**config.mk**
```make
export PLATFORM = sky130hd
export DESIGN_NAME = mem_port_arbiter_flat
export DESIGN_NICKNAME = d
export VERILOG_FILES = /design/src/rtl/mem_arb_pkg.sv /design/src/rtl/mem_port_arbiter_if.sv /design/src/rtl/mem_port_arbiter_rr_arb2.sv /design/src/rtl/mem_port_arbiter.sv /design/src/flat_wrapper.sv
export SDC_FILE = /design/constraint.sdc
export NUM_CORES = 1
export LEC_CHECK = 0
export CAP_MARGIN = 10
export CORE_AREA = 2 2 113 115
export CTS_CLUSTER_SIZE = 20
export DETAILED_ROUTE_END_ITERATION = 8
export DIE_AREA = 0 0 115 117
export GPL_TIMING_DRIVEN = 1
export HOLD_SLACK_MARGIN = 0.06
export PLACE_DENSITY = 0.69
export SKIP_CTS_REPAIR_TIMING = 1
export SYNTH_ARGS = -nofsm -noshare
export SYNTH_HDL_FRONTEND = slang
export SYNTH_HIERARCHICAL = 1
export SYNTH_SLANG_ARGS = --single-unit
```
**constraint.sdc**
```tcl
create_clock -name clk -period 3.5 [get_ports clk]
set_input_delay 0.875 -clock clk [delete_from_list [all_inputs] [get_ports clk]]
set_output_delay 0.875 -clock clk [all_outputs]
set_load 0.005 [all_outputs]
```
**src/rtl/mem_arb_pkg.sv**
```systemverilog
// Shared types and helpers for the two-requester BRAM port arbiter.
package mem_arb_pkg;

  typedef enum logic {
    IDLE  = 1'b0,
    CLEAR = 1'b1
  } arb_state_t;

  function automatic logic addr_in_range(input logic [31:0] addr,
                                         input int unsigned depth);
    return (addr < depth);
  endfunction

endpackage

```
**src/rtl/mem_port_arbiter_if.sv**
```systemverilog
// Requester-side handshake bundle: one instance per requester (A, B).
interface mem_port_arbiter_if #(
  parameter int WID_MEM = 32
);
  logic               req;
  logic               we;
  logic [31:0]        addr;
  logic [WID_MEM-1:0] wdata;
  logic               gnt;
  logic               err;
  logic               rvalid;
  logic [WID_MEM-1:0] rdata;

  modport master (output req, we, addr, wdata, input gnt, err, rvalid, rdata);
  modport slave  (input req, we, addr, wdata, output gnt, err, rvalid, rdata);
endinterface

```
**src/rtl/mem_port_arbiter_rr_arb2.sv**
```systemverilog
// Two-input round-robin arbiter; after a contested grant the loser is favoured.
module rr_arb2 (
  input  logic clk,
  input  logic reset,
  input  logic en,
  input  logic req_a,
  input  logic req_b,
  output logic gnt_a,
  output logic gnt_b
);

  logic prio_b_q, prio_b_d;

  always_comb begin
    gnt_a    = en & req_a & (~req_b | ~prio_b_q);
    gnt_b    = en & req_b & (~req_a |  prio_b_q);
    prio_b_d = prio_b_q;
    if (en & req_a & req_b) prio_b_d = gnt_a;
  end

  always_ff @(posedge clk or negedge reset) begin
    if (!reset) prio_b_q <= 1'b0;
    else        prio_b_q <= prio_b_d;
  end

endmodule

```
**src/rtl/mem_port_arbiter.sv**
```systemverilog
// Shares one simple-dual-port BRAM between requesters A and B, with a
// full-memory clear engine.
//   state | meaning
//   IDLE  | arbitrate reads and writes from A and B
//   CLEAR | sweep every word to CLEAR_VAL, no grants
module mem_port_arbiter
  import mem_arb_pkg::*;
#(
  parameter int                 WID_MEM   = 32,
  parameter int                 DEPTH_MEM = 512,
  parameter int                 ADDR_W    = $clog2(DEPTH_MEM),
  parameter logic [WID_MEM-1:0] CLEAR_VAL = '0
) (
  input  logic                clk,
  input  logic                reset,
  input  logic                clear_start,
  output logic                clear_busy,
  output logic                clear_done,
  mem_port_arbiter_if.slave   a_port,
  mem_port_arbiter_if.slave   b_port,
  output logic [ADDR_W-1:0]   mem_raddr,
  output logic [ADDR_W-1:0]   mem_waddr,
  output logic                mem_we,
  output logic [WID_MEM-1:0]  mem_din,
  input  logic [WID_MEM-1:0]  mem_dout
);

  localparam logic [ADDR_W-1:0] LAST_ADDR = ADDR_W'(DEPTH_MEM - 1);

  arb_state_t        state_q, state_d;
  logic [ADDR_W-1:0] ptr_q, ptr_d;
  logic              clear_done_q, clear_done_d;
  logic              a_rvalid_q, a_rvalid_d, b_rvalid_q, b_rvalid_d;
  logic              a_err_q, a_err_d, b_err_q, b_err_d;

  logic grant_en;
  logic a_in, b_in;
  logic a_rd_req, b_rd_req, a_wr_req, b_wr_req;
  logic a_rd_gnt, b_rd_gnt, a_wr_gnt, b_wr_gnt;

  // clear_start wins over any request in the same cycle
  assign grant_en = (state_q == IDLE) && !clear_start;
  assign a_in     = addr_in_range(a_port.addr, DEPTH_MEM);
  assign b_in     = addr_in_range(b_port.addr, DEPTH_MEM);
  assign a_rd_req = a_port.req & ~a_port.we;
  assign b_rd_req = b_port.req & ~b_port.we;
  assign a_wr_req = a_port.req &  a_port.we;
  assign b_wr_req = b_port.req &  b_port.we;

  rr_arb2 u_rd_arb (
    .clk   (clk),
    .reset (reset),
    .en    (grant_en),
    .req_a (a_rd_req),
    .req_b (b_rd_req),
    .gnt_a (a_rd_gnt),
    .gnt_b (b_rd_gnt)
  );

  rr_arb2 u_wr_arb (
    .clk   (clk),
    .reset (reset),
    .en    (grant_en),
    .req_a (a_wr_req),
    .req_b (b_wr_req),
    .gnt_a (a_wr_gnt),
    .gnt_b (b_wr_gnt)
  );

  always_comb begin
    mem_raddr = '0;
    mem_waddr = '0;
    mem_we    = 1'b0;
    mem_din   = '0;
    if (a_rd_gnt && a_in)      mem_raddr = a_port.addr[ADDR_W-1:0];
    else if (b_rd_gnt && b_in) mem_raddr = b_port.addr[ADDR_W-1:0];
    if (state_q == CLEAR) begin
      mem_we    = 1'b1;
      mem_waddr = ptr_q;
      mem_din   = CLEAR_VAL;
    end else if (a_wr_gnt && a_in) begin
      mem_we    = 1'b1;
      mem_waddr = a_port.addr[ADDR_W-1:0];
      mem_din   = a_port.wdata;
    end else if (b_wr_gnt && b_in) begin
      mem_we    = 1'b1;
      mem_waddr = b_port.addr[ADDR_W-1:0];
      mem_din   = b_port.wdata;
    end
  end

  always_comb begin
    state_d      = state_q;
    ptr_d        = ptr_q;
    clear_done_d = 1'b0;
    case (state_q)
      IDLE: begin
        if (clear_start) begin
          state_d = CLEAR;
          ptr_d   = '0;
        end
      end
      CLEAR: begin
        if (ptr_q == LAST_ADDR) begin
          state_d      = IDLE;
          ptr_d        = '0;
          clear_done_d = 1'b1;
        end else begin
          ptr_d = ptr_q + 1'b1;
        end
      end
      default: state_d = IDLE;
    endcase
  end

  // Out-of-range reads still return rvalid so requesters never stall waiting
  always_comb begin
    a_rvalid_d = a_rd_gnt;
    b_rvalid_d = b_rd_gnt;
    a_err_d    = (a_rd_gnt | a_wr_gnt) & ~a_in;
    b_err_d    = (b_rd_gnt | b_wr_gnt) & ~b_in;
  end

  always_ff @(posedge clk or negedge reset) begin
    if (!reset) begin
      state_q      <= IDLE;
      ptr_q        <= '0;
      clear_done_q <= 1'b0;
      a_rvalid_q   <= 1'b0;
      b_rvalid_q   <= 1'b0;
      a_err_q      <= 1'b0;
      b_err_q      <= 1'b0;
    end else begin
      state_q      <= state_d;
      ptr_q        <= ptr_d;
      clear_done_q <= clear_done_d;
      a_rvalid_q   <= a_rvalid_d;
      b_rvalid_q   <= b_rvalid_d;
      a_err_q      <= a_err_d;
      b_err_q      <= b_err_d;
    end
  end

  assign clear_busy    = (state_q == CLEAR);
  assign clear_done    = clear_done_q;
  assign a_port.gnt    = a_rd_gnt | a_wr_gnt;
  assign b_port.gnt    = b_rd_gnt | b_wr_gnt;
  assign a_port.err    = a_err_q;
  assign b_port.err    = b_err_q;
  assign a_port.rvalid = a_rvalid_q;
  assign b_port.rvalid = b_rvalid_q;
  assign a_port.rdata  = mem_dout;
  assign b_port.rdata  = mem_dout;

endmodule

```
**src/flat_wrapper.sv**
```systemverilog
// flat-port wrapper written by rule: the top's interface ports become plain ports
module mem_port_arbiter_flat import mem_arb_pkg::*;
#(
  parameter int                 WID_MEM   = 32,
  parameter int                 DEPTH_MEM = 512,
  parameter int                 ADDR_W    = $clog2(DEPTH_MEM),
  parameter logic [WID_MEM-1:0] CLEAR_VAL = '0
)
  (clk, reset, clear_start, clear_busy, clear_done, mem_raddr, mem_waddr, mem_we, mem_din, mem_dout, a_port_req, a_port_we, a_port_addr, a_port_wdata, a_port_gnt, a_port_err, a_port_rvalid, a_port_rdata, b_port_req, b_port_we, b_port_addr, b_port_wdata, b_port_gnt, b_port_err, b_port_rvalid, b_port_rdata);
  mem_port_arbiter_if #(.WID_MEM(WID_MEM)) a_port_i ();
  mem_port_arbiter_if #(.WID_MEM(WID_MEM)) b_port_i ();
  input  logic clk;
  input  logic reset;
  input  logic clear_start;
  output logic clear_busy;
  output logic clear_done;
  output logic [ADDR_W-1:0] mem_raddr;
  output logic [ADDR_W-1:0] mem_waddr;
  output logic mem_we;
  output logic [WID_MEM-1:0] mem_din;
  input  logic [WID_MEM-1:0] mem_dout;
  input wire logic [$bits(a_port_i.req)-1:0] a_port_req;
  input wire logic [$bits(a_port_i.we)-1:0] a_port_we;
  input wire logic [$bits(a_port_i.addr)-1:0] a_port_addr;
  input wire logic [$bits(a_port_i.wdata)-1:0] a_port_wdata;
  output wire logic [$bits(a_port_i.gnt)-1:0] a_port_gnt;
  output wire logic [$bits(a_port_i.err)-1:0] a_port_err;
  output wire logic [$bits(a_port_i.rvalid)-1:0] a_port_rvalid;
  output wire logic [$bits(a_port_i.rdata)-1:0] a_port_rdata;
  input wire logic [$bits(b_port_i.req)-1:0] b_port_req;
  input wire logic [$bits(b_port_i.we)-1:0] b_port_we;
  input wire logic [$bits(b_port_i.addr)-1:0] b_port_addr;
  input wire logic [$bits(b_port_i.wdata)-1:0] b_port_wdata;
  output wire logic [$bits(b_port_i.gnt)-1:0] b_port_gnt;
  output wire logic [$bits(b_port_i.err)-1:0] b_port_err;
  output wire logic [$bits(b_port_i.rvalid)-1:0] b_port_rvalid;
  output wire logic [$bits(b_port_i.rdata)-1:0] b_port_rdata;
  assign a_port_i.req = a_port_req;
  assign a_port_i.we = a_port_we;
  assign a_port_i.addr = a_port_addr;
  assign a_port_i.wdata = a_port_wdata;
  assign a_port_gnt = a_port_i.gnt;
  assign a_port_err = a_port_i.err;
  assign a_port_rvalid = a_port_i.rvalid;
  assign a_port_rdata = a_port_i.rdata;
  assign b_port_i.req = b_port_req;
  assign b_port_i.we = b_port_we;
  assign b_port_i.addr = b_port_addr;
  assign b_port_i.wdata = b_port_wdata;
  assign b_port_gnt = b_port_i.gnt;
  assign b_port_err = b_port_i.err;
  assign b_port_rvalid = b_port_i.rvalid;
  assign b_port_rdata = b_port_i.rdata;
  mem_port_arbiter #(.WID_MEM(WID_MEM), .DEPTH_MEM(DEPTH_MEM), .ADDR_W(ADDR_W), .CLEAR_VAL(CLEAR_VAL)) u_core (.clk(clk), .reset(reset), .clear_start(clear_start), .clear_busy(clear_busy), .clear_done(clear_done), .a_port(a_port_i), .b_port(b_port_i), .mem_raddr(mem_raddr), .mem_waddr(mem_waddr), .mem_we(mem_we), .mem_din(mem_din), .mem_dout(mem_dout));
endmodule
```
* After elaboration in Yosys (flattened, before gate mapping)
Cells that the tools add are included. W data, S select, Z words.
Word-level totals: word-level logic and storage cells 72, input port bits 167, flip-flop bits (word level) 17, output and inout bits 123
Operators by class: equality and inequality tests 2, multiplexer cells 19, bitwise logic cells 33, order comparisons 2, add/sub/neg operators 1, reduce and logical (&&, ||, !) cells 6
Operators with widths (count):
- $mux W32 | 3
- $lt A32 B10 Y1 const B | 2
- $mux W9 | 7
- $pmux W9 S2 | 1
- $and A1 B1 Y1 | 16
- $not A1 Y1 | 11
- $add A9 B1 Y9 const B | 1
- $eq A9 B9 Y1 const B | 1
- $mux W1 | 7
- $or A1 B1 Y1 | 6
- $logic_and A1 B1 Y1 | 5
- $ne A2 B2 Y1 const B | 1
- $pmux W1 S2 | 1
- $logic_not A1 Y1 | 1

* Depth between registers and ports, before layout
depth in word-level cells 8, gate-level depth with buffers 11, mapped depth without buffers 9

* Hierarchy
Netlist, hierarchy kept.
By module, submodules not included:
- mem_port_arbiter | instances 1, area an instance 2611.3 um^2, cells each 321, sequential area each 375.4 um^2
- rr_arb2 | instances 2, area an instance 60.1 um^2, cells each 8, sequential area each 25.0 um^2

* Worst setup path before layout
No wires, ideal clock.
path kind input to output, start input port clear_start, end output port mem_waddr[0], setup slack 194 ps, cell stages on the path 7, path buffers 2, data arrival time 2431 ps, cell sequence nor2_1 clkbuf_1 nand2_1 a21oi_1 clkbuf_1 nand3_4 o41ai_1
Between the ends: word-level cells in the longest chain between the ends 8
Ends and longest elaborated chain:
- start: declaration | line flat_wrapper.sv:14 | input logic clear_start;
- $logic_not A1 Y1 | line mem_port_arbiter.sv:42 | assign grant_en = (state_q == IDLE) && !clear_start;
- $logic_and A1 B1 Y1 | line mem_port_arbiter.sv:42
- named net u_core.grant_en | line mem_port_arbiter.sv:36 | logic grant_en;
- $and A1 B1 Y1 (2 in series) | line mem_port_arbiter_rr_arb2.sv:16 | gnt_b = en & req_b & (~req_a | prio_b_q);
- named net u_core.b_wr_gnt | line mem_port_arbiter.sv:39 | logic a_rd_gnt, b_rd_gnt, a_wr_gnt, b_wr_gnt;
- $logic_and A1 B1 Y1 | line mem_port_arbiter.sv:85 | end else if (b_wr_gnt && b_in) begin
- $mux W9 | line mem_port_arbiter.sv:85
- $mux W9 | line mem_port_arbiter.sv:81 | end else if (a_wr_gnt && a_in) begin
- $mux W9 | line mem_port_arbiter.sv:77 | if (state_q == CLEAR) begin
- end: declaration | line flat_wrapper.sv:18 | output logic [ADDR_W-1:0] mem_waddr;
The timed path passes the listed nets, and every way through them passes these cells.

* Worst setup path in the final report
start input port b_port_addr[28], end output port mem_waddr[4]
Between the ends: word-level cells in the longest chain between the ends 5
Ends and longest elaborated chain:
- start: declaration | line flat_wrapper.sv:32 | input wire logic [$bits(b_port_i.addr)-1:0] b_port_addr;
- $lt A32 B10 Y1 | line mem_arb_pkg.sv:11 | return (addr < depth);
- $logic_and A1 B1 Y1 | line mem_port_arbiter.sv:85
- $mux W9 | line mem_port_arbiter.sv:85
- $mux W9 | line mem_port_arbiter.sv:81
- $mux W9 | line mem_port_arbiter.sv:77
Every way passes these cells.

==> metrics.txt <==
cell count after synthesis about 340; Net Sw Frac 29.3%; Worst EP required 2620 ps; filler cell count 1218; nets 659; fin area ~0.0053 sq mm; R2R Path Start u_core/ptr_q[0]$_DFFE_PN0N_; crit path capture mem_waddr[4]; xor and xnor area share after synthesis 0.962%; first-pass GRT wire length 17.3 mm; Remaining Overflow, GRT 0; DR iter-0 viols slightly above 300; most common cell after layout, fill and taps aside clkdlybuf4s50_1; clock slew at reported path FFs 50 ps; Critical Path Start b_port_addr[28]; Initial Util 22.2%; CTS Sinks 17; Final Hold Slack between 500 and 600 ps; Seq. cell area 427 sq um; EDFF count, synth 0; Syn Nets 506; ratio of cells with drive above 1 in the final layout between 20% and 30%; Tmin final 3780 ps; Tot GR Track Use 16.6%; max_cap viols 0; post-DR vias/cell 5.29; area grow syn2layout 92.9%; Routed WL 14.0 mm; r2r endpoint u_core/ptr_q[3]$_DFFE_PN0N_; leakage between 3 and 4 nW; DR pass1 iterations 4; Final Setup Violations 6; worst slew pin tran 755 ps; DIE WIDTH 115 um; sw power 292 uW; Max IR drop VDD about 0.18 mV; Ports just under 300; largest family of logic cells by synthesized area simple AND/OR/NAND/NOR gates; I/O Buffers 193; Synth async-reset ratio 100%; Adder-Cell Fraction of Synth Area less than 1%; Max Clock Freq about 260 MHz; die area 0.0135 sq mm; number of global-route vias before repair 3158; antenna cell count 0; Residual DRC 0; Top FF cell, synth dfrtp_1; cell area after placement 0.00448 sq mm; relative slew slack 49.5%; vias 3383; Synth Area per Inst 8.10 sq um; failing checks negative setup slack; post-synthesis simple-gate area fraction 30.4%; core area 0.0123 sq mm; startpoint types primary input; Final Hold Vio Count 0; RSZ-0062 raised after global routing true; CTS tree yes; synth unique cells 40; DR WL/cell 22.0 um; Final Skew 0.919 ps; gpl congestion just over 0.8; Power per Cell Area 189 mW/mm^2; Crit path arrival time 2910 ps; total CTS buffers 3; initial antenna violation count 0; H-tree Lvls 1; Die Y 117 um; Site Rows 41; fin. max-slew vios 0; worst reg2reg path depth 9; r2r setup slk 1470 ps; Clock Tree Buf Depth 2; Core Util, Final 42.8%; final period utilization 108%; commonest non-fill, non-tap cells in the layout clkdlybuf4s50_1 (96), dlymetal6s2s_1 (79), and4b_1 (32); Seq/Total Area, Yosys 15.6%; number of nets with antenna violations after routing 0; synth warn 6; Place WS -670 ps; worst hold path class register to register; setup TNS -944 ps; largest net degree at the start of global routing 67; mux contribution to synthesized area under 10%; Root Buffer Master clkbuf_16; post-detail-place hpwl ~9.8 mm; CP Class primary input to output port; Reg power frac 31.6%; clock network fraction of total power 22.2%; Post-Synthesis Cell Area 0.00273 sq mm; Synth Area in Compound Gates 21.8%; internal power 705 uW; area of the multi-input gates about 0.0018 sq mm; later-pin clock latency in the skew report 240 ps; status finished, violations left; crit path max fanout 5; Critical Path End Type output port; Seq cells post-synth 17; Gate power share 46.3%; final worst slack -283 ps
==> cells by family (layout without fill, tap and decap cells) <==
family / count (synthesis) / in the layout
xor gates and xnor gates: 3 / 3
muxes: 9 / 9
and+or+nand+nor: 114 / 115
DFF: 17 / 17
AOI/OAI and AO/OA: 72 / 72
adders and majority gates: 2 / 2
buffers and inverters: 120 / 271
==> worst min path at each step <==
stage,start,to,depth (start not counted)
final,u_core/u_rd_arb/prio_b_q$_DFFE_PN0P_,u_core/u_rd_arb/prio_b_q$_DFFE_PN0P_,1
after floorplan,u_core/u_wr_arb/prio_b_q$_DFFE_PN0P_,u_core/u_wr_arb/prio_b_q$_DFFE_PN0P_,1
after global routing,u_core/u_wr_arb/prio_b_q$_DFFE_PN0P_,u_core/u_wr_arb/prio_b_q$_DFFE_PN0P_,1
after detailed placement,u_core/u_wr_arb/prio_b_q$_DFFE_PN0P_,u_core/u_wr_arb/prio_b_q$_DFFE_PN0P_,1
after global placement,u_core/u_wr_arb/prio_b_q$_DFFE_PN0P_,u_core/u_wr_arb/prio_b_q$_DFFE_PN0P_,1
after CTS,u_core/u_wr_arb/prio_b_q$_DFFE_PN0P_,u_core/u_wr_arb/prio_b_q$_DFFE_PN0P_,1
==> flip-flops by register name, indices dropped and copies added (netlist names) <==
register and count:
u_core/ptr_q 9, u_core/b_port.err 1, u_core/clear_busy 1, u_core/a_port.err 1, u_core/u_wr_arb/prio_b_q 1, u_core/u_rd_arb/prio_b_q 1
u_core/clear_done 1, u_core/b_port.rvalid 1, u_core/a_port.rvalid 1
==> per-layer routing <==
layer,GRT usage (%),routed length (um)
met5,0,0
met4,7.55,516
met3,3.14,1310
met2,30.3,7000
met1,18.6,5210
==> critical path: stages <==
cell and delay [ps]:
clkdlybuf4s50_1 420, nor3_2 110, and4_4 260, buf_6 140, buf_12 100, nand3_2 140
o41ai_1 280, clkdlybuf4s50_1 570
==> area by class of cell <==
cell class,instances,area share (%)
Sequential cell,17,8.10
Multi-Input combinational cell,201,33.5
Clock buffer,4,1.50
Tap cell,150,3.56
Timing Repair Buffer,247,51.9
Inverter,20,1.42
==> per-stage QoR <==
step           total power [mW]  cells
6_report                  0.997    639
5_1_grt                    1.05    639
4_1_cts                   0.993    612
3_5_place_dp              0.767    608
3_3_place_gp              0.764    608
2_1_floorplan             0.502    337
==> power groups by stage <==
stage,clock network [mW],logic [mW],registers (mW)
finish,0.221,0.461,0.315
global route,0.232,0.499,0.323
CTS,0.224,0.457,0.312
detailed placement,0,0.451,0.316
global placement,0,0.452,0.312
floorplan,0,0.218,0.284
==> cells in the mapped netlist (9+ instances only) <==
cell / n / area, sq um
inv_1: 20 / 75.1
nor3_1: 11 / 55.1
o41ai_1: 9 / 78.8
nand4_1: 11 / 68.8
nand2_1: 10 / 37.5
mux2i_1: 9 / 90.1
a22oi_1: 9 / 67.6
and4b_1: 33 / 330
dfrtp_1: 17 / 425
o21ai_0: 10 / 50.1
a32o_1: 32 / 320
buf_4: 67 / 503
clkbuf_1: 22 / 82.6
nand3b_1: 10 / 75.1
Power figures use the tool's default switching activity.
